**src/rtl/adder_hw4.sv**
```systemverilog
// Registered three-adder datapath: A=in1+in2, B=in3+in4, C=A+B (all mod 256).
// enbl picks which sum loads into the output register; 3 (or any unknown) holds.
module adder_hw4 (
  input  logic       clk,
  input  logic       rst,
  input  logic [1:0] enbl,
  input  logic [7:0] in1,
  input  logic [7:0] in2,
  input  logic [7:0] in3,
  input  logic [7:0] in4,
  output logic [7:0] out
);

  logic [7:0] sum_a;
  logic [7:0] sum_b;
  logic [7:0] sum_c;
  logic [7:0] out_q;
  logic [7:0] out_d;

  // Carry-out is dropped on purpose: every sum wraps silently at 8 bits.
  assign sum_a = in1 + in2;
  assign sum_b = in3 + in4;
  assign sum_c = sum_a + sum_b;

  always_comb begin
    out_d = out_q;
    case (enbl)
      2'd0:    out_d = sum_a;
      2'd1:    out_d = sum_b;
      2'd2:    out_d = sum_c;
      default: out_d = out_q;
    endcase
  end

  always_ff @(posedge clk or negedge rst) begin
    if (!rst) out_q <= 8'd0;
    else      out_q <= out_d;
  end

  assign out = out_q;

endmodule

```
**config.mk**
```make
export PLATFORM = sky130hd
export DESIGN_NAME = adder_hw4
export DESIGN_NICKNAME = d
export VERILOG_FILES = /design/src/rtl/adder_hw4.sv
export SDC_FILE = /design/constraint.sdc
export NUM_CORES = 1
export LEC_CHECK = 0
export BUFFER_PORTS_ARGS = -buffer_cell sky130_fd_sc_hd__buf_4
export CORE_MARGIN = 2
export CORE_UTILIZATION = 40
export CTS_CLUSTER_DIAMETER = 50
export DETAILED_ROUTE_END_ITERATION = 10
export PLACE_DENSITY = 0.66
export SLEW_MARGIN = 5
export SYNTH_ARGS = -nofsm -noshare
export SYNTH_HDL_FRONTEND = slang
export SYNTH_SLANG_ARGS = --single-unit
```
**constraint.sdc**
```tcl
create_clock -name clk -period 1.2 [get_ports clk]
set_clock_uncertainty 0.15 [all_clocks]
set_input_delay 0.12 -clock clk [delete_from_list [all_inputs] [get_ports clk]]
set_output_delay 0.12 -clock clk [all_outputs]
set_load 0.05 [all_outputs]
```
==> results.toml, run 1 <==
[timing]
setup_viol = 7
slew_viol_final = 0
fmaxAchievable_mhz = 392.1
fin_hold_ws_ns = 0.05550
fin_crit_ns = 2.550
final_hold_viol_count = 0
rsz0062_at_grt = "yes"
finalCritPeriodShare_pct = 212.5
worstMarginPinSlew_ns = 0.3475
setup_tns_ns = -7.193
worst_slack_ns = -1.350
relSlewSlack_pct = 76.67

[die]
core_mm2 = 0.003078
die_h_um = 61.20
ios = 44
die_x_um = 61.20
rows = 20
initial_core_util_pct = 42.52
die-area_mm2 = 0.003745

[critical_path]
critPathBufInv = 3
path_max_fanout = 3
required_ns = 1.21
worstPathArrival_ns = 2.56
max_stage_delay_ns = 0.32
setup.worst_path.start_class = "primary input"
critPathSlowestCell = "ha_1"
critPathTopFamily = "compound AO/OA/AOI/OAI gates"
critical_path_class = "primary input to flip-flop"
cp_cell_sequence = "buf_6, ha_4, buf_4, buf_4, a211oi_1, nor2_1, o21a_1, nor2_1, xnor2_1, ha_1, nor3_2, nor2_2, o41ai_4, xnor2_1, o22ai_1, a21o_1"
endpoint_kind = "flip-flop"

[power]
switching_share_pct = 45.00
p_switching_mw = 1.227
vdd_ir_drop_max_mv = 0.9374
p_leak_nw = 1.065
p_comb_share_pct = 77.9
power_mw = 2.726
power.internal_mw = 1.499
power_frac_seq_pct = 13.7
clock_power_share_pct = 8.4
powerDensity_mw_per_mm2 = 1202

[detailed_routing]
wl_per_cell_um = 14.83
first_pass_iters = 4
route.detailed.drc = 0
wirelength_um = 3989
routed_via_density = 5.320
ant_nets = 0
num_vias = 1431
drt_iter0_markers = 38

[synthesis]
synth_edf_count = 0
ys.flop_type = "dfrtp_1"
synthCells = 148
syn-mean-instance-area_um2 = 8.843
yosys.cell_types.count = 33
synth_nets = 211
yosysSeqAreaShare_pct = 15.30
async_reset_ff_share_pct = 100.0
syn_area_mm2 = 0.001309
ys_seq_elements = 8
yosysWarnings = 0

[grt]
met1_usage_pct = 25.39
grt.met3_usage_pct = 4.832
grt_max_degree = 12
grt_util_met2_pct = 40.27
grt_pass1_wl_um = 6044
gr-max-usage-layer = "met2"
antenna_found_initial = 0
gr-total-overflow = 0
grt_pass1_vias = 1451
track_usage_pct = 21.88

[finish]
largest_reg_flops = 8
fill_cells = 253
fin_cells = 269
syn_to_final_growth_pct = 73.23
fin_area_mm2 = 0.002267
final_nets = 290
diodes = 0
drive_above_1_share_pct = 56.44
fin_util_pct = 73.66

[placement]
place_area_mm2 = 0.001981
dp_cells = 262
dpl.hpwl_um = 2958
gp_congestion = 0.9465
preCtsSetupSlack_ns = -1.675
port_buffers = 43

[cts]
clk_latency_ns = 0.27
cts_buffers = 3
htree_levels = 1
cts_tree = "done"
clockBufferDepth = 2
clk_root_buffer_cell = "clkbuf_4"
clk_pin_slew_ns = 0.06
clkSinkCount = 8

[run_status]
outcome = "finished with violations"
violations = "setup timing"

[worst_hold_path]
hp-class = "primary input to async pin"

[flow_run]
maxCapViolCount = 0
==> power groups by stage <==
stage | logic (mW) | clock network [mW] | registers [mW]
4_1_cts | 1.97 | 0.218 | 0.373
2_1_floorplan | 0.951 | 0 | 0.599
6_report | 2.12 | 0.228 | 0.373
3_3_place_gp | 1.67 | 0 | 0.374
5_1_grt | 2.28 | 0.255 | 0.381
3_5_place_dp | 1.72 | 0 | 0.378
==> area by class of cell <==
| class | instances | area (um^2) | share of cell area [%] |
|---|---|---|---|
| clock buffer | 3 | 22.52 | 0.9934 |
| timing repair buffer | 78 | 614.3 | 27.10 |
| tap | 44 | 55.05 | 2.428 |
| sequential | 8 | 200.2 | 8.830 |
| inverter | 11 | 41.29 | 1.821 |
| multi-input combinational | 125 | 1334 | 58.83 |
==> cell usage in the layout, fill, tap and decap left out, types with 2 or more instances in the layout <==
cell,count
a211oi_1,2
o31ai_2,2
dfrtp_1,8
ha_4,8
clkbuf_4,3
xnor2_2,4
xnor2_1,8
a211oi_2,2
o31ai_1,3
o21a_1,3
o21bai_1,2
inv_2,4
nand2_1,6
nor2_2,3
nor2_1,9
a221oi_2,5
a21o_1,8
o21ai_0,3
a21oi_2,5
a21oi_1,4
o21ai_1,4
buf_4,70
nand2b_1,3
xor2_1,3
fa_2,3
ha_1,15
xor2_4,2
inv_1,7
buf_6,7
==> path summary, 6_finish.rpt <==
path,slack [ns],cells past startpoint,endpoint,from
min,0.06,2,out[2]$_DFFE_PN0P_,rst
min in group clk,0.11,4,out[0]$_DFFE_PN0P_,in1[0]
min reg2reg,0.34,1,out[1]$_DFFE_PN0P_,out[1]$_DFFE_PN0P_
max reg2reg,-0.01,4,out[7]$_DFFE_PN0P_,out[7]$_DFFE_PN0P_
max,-1.35,16,out[7]$_DFFE_PN0P_,in3[0]
max in group asynchronous,0.71,2,out[7]$_DFFE_PN0P_,rst
==> synthesized netlist by cell type (4+ instances only) <==
master / count / share of area (%)
nor2_1: 13 / 3.7
xor2_1: 6 / 4.0
o21ai_0: 6 / 2.3
dfrtp_1: 8 / 15
inv_1: 11 / 3.2
clkbuf_1: 4 / 1.1
a21o_1: 8 / 4.6
xnor2_1: 13 / 8.7
a221oi_1: 6 / 4.0
a21oi_1: 9 / 3.4
nand2_1: 6 / 1.7
ha_1: 24 / 23
==> kinds of logic (layout without fill, tap and decap cells) <==
group / after synthesis / count (layout) / share of synthesized area, %
XOR/XNOR: 19 / 19 / 12.72
buffers and inverters: 15 / 92 / 4.302
adder cells (fa/ha/maj): 27 / 27 / 27.53
flip-flops: 8 / 8 / 15.30
AND/OR/NAND/NOR: 28 / 28 / 10.04
AO/OA/AOI/OAI: 51 / 51 / 30.11
==> what timing repair did <==
action / in CTS / in global routing
pin swaps: 22 / 13
setup endpoints to repair: 8 / 8
endpoints found under the hold margin: 8 / 0
hold buffers: 1 / 0
resized for setup: 30 / 12
gates cloned: 0 / 0
setup buffers: 3 / 1
==> per-layer routing <==
layer / routed length (um) / vias to the layer above / share of wire (%)
met2: 2140 / 25 / 54
met5: 0 / - / 0
li1: - / 701 / -
met3: 130 / 9 / 3.3
met4: 68 / 0 / 1.7
met1: 1650 / 696 / 41
==> worst reg2reg max path, cell delays in order (launching register included) <==
cell	delay (ns)
dfrtp_1	0.39
nand2b_1	0.18
o31ai_2	0.09
o22ai_1	0.13
a21o_1	0.16
(Power assumes the default switching activity.)
==> run 2: changes to the inputs <==
- SETUP_SLACK_MARGIN: unset -> 0.2
==> run 2 against run 1 <==
  * The run still ends with setup timing left
  * Highest routed layer unchanged
  * Clock power barely moved
  * Worst setup slack improved by 0.029 ns
  * Largest power group unchanged
  * Combinational power rose by 5%
  * Non-clock buffer count rose by 6
  * Critical endpoint unchanged
  * Critical path type unchanged
==> results.toml, run 2 (same netlist as run 1, synthesis figures left out) <==
[grt]
grt_pass1_wl_um = 6154
grt_max_degree = 12
antenna_found_initial = 0
gr-total-overflow = 0
track_usage_pct = 22.23
grt_pass1_vias = 1485

[critical_path]
required_ns = 1.21
endpoint_kind = "flip-flop"
critPathSlowestCell = "ha_1"
path_max_fanout = 3
cp_cell_sequence = "buf_6, ha_4, buf_4, buf_4, a211oi_1, nor2_1, o21a_1, nor2_1, xnor2_1, ha_1, nor3_2, nor2_2, o41ai_4, xnor2_1, o22ai_1, a21o_1"
max_stage_delay_ns = 0.32
critical_path_class = "primary input to flip-flop"
worstPathArrival_ns = 2.53
setup.worst_path.start_class = "primary input"

[timing]
final_hold_viol_count = 0
rsz0062_at_grt = "yes"
slew_viol_final = 0
setup_viol = 7
relSlewSlack_pct = 76.24
fin_crit_ns = 2.521
finalCritPeriodShare_pct = 210.1
fin_hold_ws_ns = 0.05818
fmaxAchievable_mhz = 396.7
worstMarginPinSlew_ns = 0.3538
worst_slack_ns = -1.321

[detailed_routing]
wirelength_um = 4090
wl_per_cell_um = 14.87
first_pass_iters = 4
drt_iter0_markers = 42
routed_via_density = 5.295
num_vias = 1456
ant_nets = 0
route.detailed.drc = 0

[run_status]
violations = "setup timing"
outcome = "finished with violations"

[power]
clock_power_share_pct = 7.9
p_switching_mw = 1.251
power_frac_seq_pct = 13.6
p_comb_share_pct = 78.5
vdd_ir_drop_max_mv = 0.9510
power.internal_mw = 1.585
p_leak_nw = 1.104
power_mw = 2.836
powerDensity_mw_per_mm2 = 1211
switching_share_pct = 44.11

[placement]
place_area_mm2 = 0.001981
port_buffers = 43
preCtsSetupSlack_ns = -1.675
gp_congestion = 0.9465
dpl.hpwl_um = 2958

[die]
die-area_mm2 = 0.003745
core_mm2 = 0.003078
die_x_um = 61.20
rows = 20
ios = 44
initial_core_util_pct = 42.52
die_h_um = 61.20

[cts]
clk_pin_slew_ns = 0.06
clockBufferDepth = 2
cts_buffers = 3
cts_tree = "done"
clkSinkCount = 8
clk_latency_ns = 0.27
htree_levels = 1
clk_root_buffer_cell = "clkbuf_4"

[finish]
diodes = 0
multi_input_area_mm2 = 0.001334
layout_commonest_cell = "buf_4"
most-common-layout-cells = "buf_4, ha_1, buf_6, nor2_1"
drive_above_1_share_pct = 57.58
fin_area_mm2 = 0.002342
syn_to_final_growth_pct = 78.97
fill_cells = 240
final_nets = 296
largest_reg_flops = 8
seqCellArea_um2 = 200.2

[flow_run]
maxCapViolCount = 0

[worst_hold_path]
hp-class = "primary input to async pin"
[run 2: area by class of cell]
| cell class | instances | share of cell area, % |
|---|---|---|
| clock buffers | 3 | 0.9615 |
| inverters | 11 | 1.763 |
| multi-input cells | 125 | 56.94 |
| flip-flops and latches | 8 | 8.547 |
| well taps | 44 | 2.350 |
| repair buffers | 84 | 29.43 |
[run 2: critical path, delay by kind of cell]
kind / cells / cell delay, ns
AO/OA/AOI/OAI: 5 / 0.73
XOR/XNOR: 2 / 0.37
adder cells (fa/ha/maj): 2 / 0.47
buffers and inverters: 3 / 0.35
AND/OR/NAND/NOR: 4 / 0.49
[run 2: power by group through the flow]
stage | clock, mW | sequential, mW | combinational (mW)
3_3_place_gp | 0 | 0.374 | 1.67
2_1_floorplan | 0 | 0.599 | 0.951
4_1_cts | 0.218 | 0.384 | 2.02
5_1_grt | 0.255 | 0.392 | 2.38
3_5_place_dp | 0 | 0.378 | 1.72
6_report | 0.225 | 0.385 | 2.23
[run 2: through the flow]
| stage | cells | TNS, ns | util (%) |
|---|---|---|---|
| 2_1_floorplan | 148 | -7.365 | - |
| 3_3_place_gp | 262 | -9.491 | 64.35 |
| 3_5_place_dp | 262 | -9.741 | 64.35 |
| 4_1_cts | 271 | -7.204 | 72.89 |
| 5_1_grt | 275 | -7.731 | 76.10 |
| 6_report | 275 | -7.145 | 76.10 |
[run 2: routing by layer]
| metal | wire [um] | GRT usage, % | vias to the layer above | share of wire, % |
|---|---|---|---|---|
| met2 | 2180 | 40.88 | 31 | 53 |
| met4 | 81 | 6.211 | 0 | 2.0 |
| met1 | 1668 | 25.65 | 700 | 41 |
| met5 | 0 | 0 | - | 0 |
| met3 | 160 | 5.042 | 13 | 3.9 |
| li1 | - | - | 712 | - |
[run 2: final timing paths]
kind	depth (start not counted)	startpoint	end	slack, ns
setup / recovery	16	in3[0]	out[7]$_DFFE_PN0P_	-1.32
hold / removal	2	rst	out[2]$_DFFE_PN0P_	0.06
setup reg to reg	4	out[7]$_DFFE_PN0P_	out[7]$_DFFE_PN0P_	-0.02
hold reg to reg	1	out[1]$_DFFE_PN0P_	out[1]$_DFFE_PN0P_	0.36
max in group asynchronous	2	rst	out[7]$_DFFE_PN0P_	0.71
min in group clk	4	in1[0]	out[0]$_DFFE_PN0P_	0.12
[run 2: what timing repair did]
item	CTS	global route
gates resized for setup	38	12
hold buffers	1	0
pin swaps	22	13
buffers inserted	5	4
endpoints found under the hold margin	8	0
endpoints found under the setup margin	16	16
